### config.mk
export PLATFORM = sky130hd
export DESIGN_NAME = intersection_scheduler
export DESIGN_NICKNAME = d
export VERILOG_FILES = /design/src/rtl/intersection_scheduler.sv
export SDC_FILE = /design/constraint.sdc
export NUM_CORES = 1
export LEC_CHECK = 0
export CAP_MARGIN = 20
export CORE_AREA = 8 8 82 84
export CTS_CLUSTER_DIAMETER = 100
export DETAILED_ROUTE_END_ITERATION = 12
export DIE_AREA = 0 0 90 92
export PLACE_DENSITY = 0.42
export SLEW_MARGIN = 20
export SYNTH_ARGS = -nofsm -noshare
export SYNTH_HDL_FRONTEND = slang
export SYNTH_SLANG_ARGS = --single-unit
### constraint.sdc
create_clock -name clk -period 4.2 [get_ports clk]
set_input_delay 0.84 -clock clk [delete_from_list [all_inputs] [get_ports clk]]
set_output_delay 0.84 -clock clk [all_outputs]
set_load 0.02 [all_outputs]
### src/rtl/intersection_scheduler.sv
// Two-approach intersection scheduler: one elapsed counter plus a direction bit
// sequence all-red, green, yellow and pedestrian-walk phases.
//
// state  | meaning
// ALLRED | both approaches red, clearance before the dir approach gets green
// GREEN  | dir approach green, other red; may exit early after minimum green
// YELLOW | dir approach yellow, other red; exits to WALK if a pedestrian waits
// WALK   | both approaches red, walk lamp on
module intersection_scheduler #(
  parameter int CNT_W         = 16,
  parameter int GREEN_CYC     = 700,
  parameter int MIN_GREEN_CYC = 200,
  parameter int YELLOW_CYC    = 50,
  parameter int ALLRED_CYC    = 100,
  parameter int WALK_CYC      = 500
) (
  input  logic clk,
  input  logic rst_n,
  input  logic car_a,
  input  logic car_b,
  input  logic ped_req,
  output logic a_green,
  output logic a_yellow,
  output logic a_red,
  output logic b_green,
  output logic b_yellow,
  output logic b_red,
  output logic walk,
  output logic ped_wait
);

  typedef enum logic [1:0] {ALLRED, GREEN, YELLOW, WALK} phase_t;

  localparam logic [CNT_W-1:0] ALLRED_LAST = CNT_W'(ALLRED_CYC - 1);
  localparam logic [CNT_W-1:0] GREEN_LAST  = CNT_W'(GREEN_CYC - 1);
  localparam logic [CNT_W-1:0] MIN_LAST    = CNT_W'(MIN_GREEN_CYC - 1);
  localparam logic [CNT_W-1:0] YELLOW_LAST = CNT_W'(YELLOW_CYC - 1);
  localparam logic [CNT_W-1:0] WALK_LAST   = CNT_W'(WALK_CYC - 1);

  phase_t           phase, phase_nx;
  logic             dir, dir_nx;
  logic [CNT_W-1:0] elapsed;
  logic             ped_wait_nx;
  logic             other_demand;
  logic             yellow_done;

  assign other_demand = (dir ? car_a : car_b) | ped_wait;
  assign yellow_done  = (phase == YELLOW) && (elapsed == YELLOW_LAST);

  always_ff @(posedge clk or negedge rst_n) begin
    if (!rst_n) begin
      phase    <= ALLRED;
      dir      <= 1'b0;
      elapsed  <= '0;
      ped_wait <= 1'b0;
    end else begin
      phase    <= phase_nx;
      dir      <= dir_nx;
      ped_wait <= ped_wait_nx;
      if (phase_nx != phase) elapsed <= '0;
      else                   elapsed <= elapsed + CNT_W'(1);
    end
  end

  always_comb begin
    phase_nx = phase;
    dir_nx   = dir;
    case (phase)
      ALLRED: if (elapsed == ALLRED_LAST) phase_nx = GREEN;
      GREEN: begin
        if ((elapsed == GREEN_LAST) || ((elapsed >= MIN_LAST) && other_demand))
          phase_nx = YELLOW;
      end
      YELLOW: begin
        if (yellow_done) begin
          phase_nx = ped_wait ? WALK : ALLRED;
          dir_nx   = ~dir;
        end
      end
      WALK: if (elapsed == WALK_LAST) phase_nx = ALLRED;
      default: phase_nx = ALLRED;
    endcase
  end

  // Entering WALK serves the pending request, even if the button is still held.
  always_comb begin
    ped_wait_nx = ped_wait;
    if (yellow_done && ped_wait)        ped_wait_nx = 1'b0;
    else if (phase != WALK && ped_req)  ped_wait_nx = 1'b1;
  end

  always_comb begin
    a_green  = 1'b0;
    a_yellow = 1'b0;
    a_red    = 1'b1;
    b_green  = 1'b0;
    b_yellow = 1'b0;
    b_red    = 1'b1;
    walk     = 1'b0;
    case (phase)
      GREEN: begin
        if (dir) begin b_green = 1'b1; b_red = 1'b0; end
        else     begin a_green = 1'b1; a_red = 1'b0; end
      end
      YELLOW: begin
        if (dir) begin b_yellow = 1'b1; b_red = 1'b0; end
        else     begin a_yellow = 1'b1; a_red = 1'b0; end
      end
      WALK:    walk = 1'b1;
      default: ;
    endcase
  end

endmodule

==> results.json <==
{
  "endpoint": "a_green",
  "p_sw_uw": 61.4,
  "clock-sinks": 20,
  "critical_path.cell_chain": "inv_1 -> ha_1 -> inv_1 -> nor2_1 -> clkdlybuf4s50_1",
  "ys_ff_latch": 20,
  "wl_per_cell_um": 13.5,
  "first_pass_iters": 4,
  "start_util_pct": 24.6,
  "slew_violations": 0,
  "async_flop_share_pct": 100,
  "synthTopCellsByArea": "dfrtp_1, ha_1, xor2_1, xnor2_1, nor2_1",
  "synth_top_cell_by_area": "dfrtp_1",
  "hold_buffers": 0,
  "slowest_stage": "clkdlybuf4s50_1",
  "synth-adder-area-share_pct": 5.65,
  "numCtsBuffers": 3,
  "synthXorXnorAreaFrac_pct": 9.89,
  "synth_top_family_by_area": "simple AND/OR/NAND/NOR gates",
  "comb_power_share_pct": 2.5,
  "ys_warn_count": 0,
  "dieHeight_um": 92,
  "fin_crit_sh_pct": 67.2,
  "cts_setup_buffers": 0,
  "worst_slew_pin_slew_ns": 0.905,
  "crit_path_max_incr_delay_ns": 0.61,
  "worstSkewPairLatency_ns": 0.25,
  "synthCells": 134,
  "nets": 159,
  "powerDensity_nw_per_um2": 205,
  "ys.flop_type": "dfrtp_1",
  "timing.rr.start": "elapsed[0]$_DFF_PN0_",
  "grt_use_total_pct": 7.44,
  "antenna_found_initial": 0,
  "finalClockSkew_ns": 0.00250,
  "maxCapViolCount": 0,
  "grt.overflow.total": 0,
  "hold_viol_final": 0,
  "rr_worst_depth": 7,
  "synth-simple-area-share_pct": 31.5,
  "layout-drive-gt1-share_pct": 10.3,
  "p_total_uw": 321,
  "cp-start-kind": "flop",
  "ios": 13,
  "relSlewSlack_pct": 39.5,
  "setup_viol": 0,
  "grt_pass1_wl_um": 5100,
  "rows": 27,
  "vias": 1024,
  "fmax_ghz": 0.354,
  "synth_edf_count": 0,
  "die_w_um": 90,
  "grt_pass1_vias": 1064,
  "via_per_inst": 4.70,
  "fin_setup_tns_ns": 0,
  "synth.most_common_cell": "dfrtp_1",
  "portBuffers": 12,
  "seq_power_share_pct": 59.9,
  "leakagePower_uw": 0.000688,
  "crit_arrival_ns": 1.98,
  "crit_start": "phase[1]$_DFF_PN0_",
  "switching_share_pct": 19.1,
  "die-area_um2": 8280,
  "r2r-end": "elapsed[5]$_DFF_PN0_",
  "cts_max_path_buffers": 2,
  "wl_um": 2950,
  "postLayoutCoreUtil_pct": 29.0,
  "synthesis.nets": 145,
  "synthMuxAreaShare_pct": 0,
  "cp_common_cell": "inv_1",
  "synth-seq-area-share_pct": 37.7,
  "period_needed_ns": 2.82,
  "dp_hpwl_um": 2300,
  "p_int_uw": 260,
  "cts_root_buf": "clkbuf_8",
  "cts_tree": "built",
  "clk_pin_slew_ns": 0.07,
  "netlist_area_um2": 1330,
  "ant_nets": 0,
  "grt_max_degree": 21,
  "ff2ff_setup_slack_ns": 1.58,
  "ys_top_cells_by_count": "dfrtp_1, nor2_1, nand2_1",
  "htreeDepth": 1,
  "crit_required_ns": 3.36,
  "drcViolationCount": 0,
  "ir_drop_v": 0.0000975,
  "end_kind": "output pin",
  "crit_type": "flop to output pin",
  "cts_resized": 0,
  "synth_compound_area_share_pct": 13.0,
  "synth_cell_types": 41,
  "place.gp.congestion": 0.809,
  "diodes": 0,
  "clkPwrFrac_pct": 37.6,
  "drt_iter0_markers": 13,
  "path_max_fanout": 9,
  "placeableCoreArea_um2": 5410,
  "rsz0062_at_grt": "false",
  "holdCritPathClass": "flop to flop",
  "synth_top_area_share_pct": 37.7,
  "outcome": "finished, final reports clean",
  "syn_area_per_cell_um2": 9.92,
  "synthToLayoutAreaGrowth_pct": 18.1
}
[routing by layer]
metal  track usage, %  routed length, µm
met1             9.44               1480
met2             11.9               1320
met3             2.44                123
met4             1.80                 24
met5                0                  0
[layout by cell type, fill, tap and decap left out, drive strengths merged, types with 2 or more instances in the layout]
cell,n
nor4bb,2
nor2b,4
a22o,2
xor2,8
inv,5
clkdlybuf4s50,12
nand3,3
nor3b,2
ha,6
nor2,15
nand4,4
or4,2
dfrtp,20
nand2,9
clkbuf,3
xnor2,7
and2,3
nor4,8
and3,7
nor3,2
a21oi,3
[critical path: cells and delay by family (launching register included)]
kind,cells,cell delay (ns)
adders and majority gates,1,0.26
and+or+nand+nor,1,0.10
DFF,1,0.50
buffers and inverters,3,0.88
[power groups by stage]
stage | clock (µW) | sequential, µW | combinational [µW]
5_1_grt | 141 | 192 | 9.36
3_3_place_gp | 0 | 196 | 8.45
2_1_floorplan | 0 | 196 | 0.735
4_1_cts | 130 | 192 | 8.55
6_report | 121 | 193 | 7.98
3_5_place_dp | 0 | 196 | 8.52
[cell families (layout without fill, tap and decap cells)]
family | after synthesis | in the layout
buf+inv | 8 | 20
fa+ha+maj | 6 | 6
xor+xnor | 15 | 15
flops | 20 | 20
compound gates | 17 | 17
simple gates | 68 | 68
[state kept, by name, indices dropped and copies added (netlist names)]
register	cells
elapsed	16
phase	2
dir	1
ped_wait	1
[final cells by class]
cell class / instances / area (µm²)
fillers: 593 / 3840
clock buffers: 3 / 41.3
multi-input cells: 106 / 798
well taps: 72 / 90.1
inverters: 5 / 18.8
flip-flops and latches: 20 / 500
repair buffers: 12 / 120
[per-stage QoR]
step / cell area, µm² / instances / hold WS, ns / worst slack (ns)
after CTS: 1570 / 218 / 0.553 / 1.35
after detailed placement: 1530 / 215 / 0.542 / 1.50
after global routing: 1570 / 218 / 0.593 / 1.20
final: 1570 / 218 / 0.558 / 1.38
after global placement: 1530 / 215 / 0.544 / 1.56
after floorplan: 1330 / 134 / 0.486 / 2.03
[how the worst min path moves through the flow]
stage	from	endpoint	slack, ns	cells past startpoint
2_1_floorplan	elapsed[0]$_DFF_PN0_	elapsed[0]$_DFF_PN0_	0.49	1
3_5_place_dp	elapsed[0]$_DFF_PN0_	elapsed[0]$_DFF_PN0_	0.54	1
5_1_grt	elapsed[0]$_DFF_PN0_	elapsed[0]$_DFF_PN0_	0.59	1
4_1_cts	elapsed[0]$_DFF_PN0_	elapsed[0]$_DFF_PN0_	0.55	1
6_report	elapsed[0]$_DFF_PN0_	elapsed[0]$_DFF_PN0_	0.56	1
3_3_place_gp	elapsed[0]$_DFF_PN0_	elapsed[0]$_DFF_PN0_	0.54	1
Note: power is estimated with default switching activity, not from simulation.
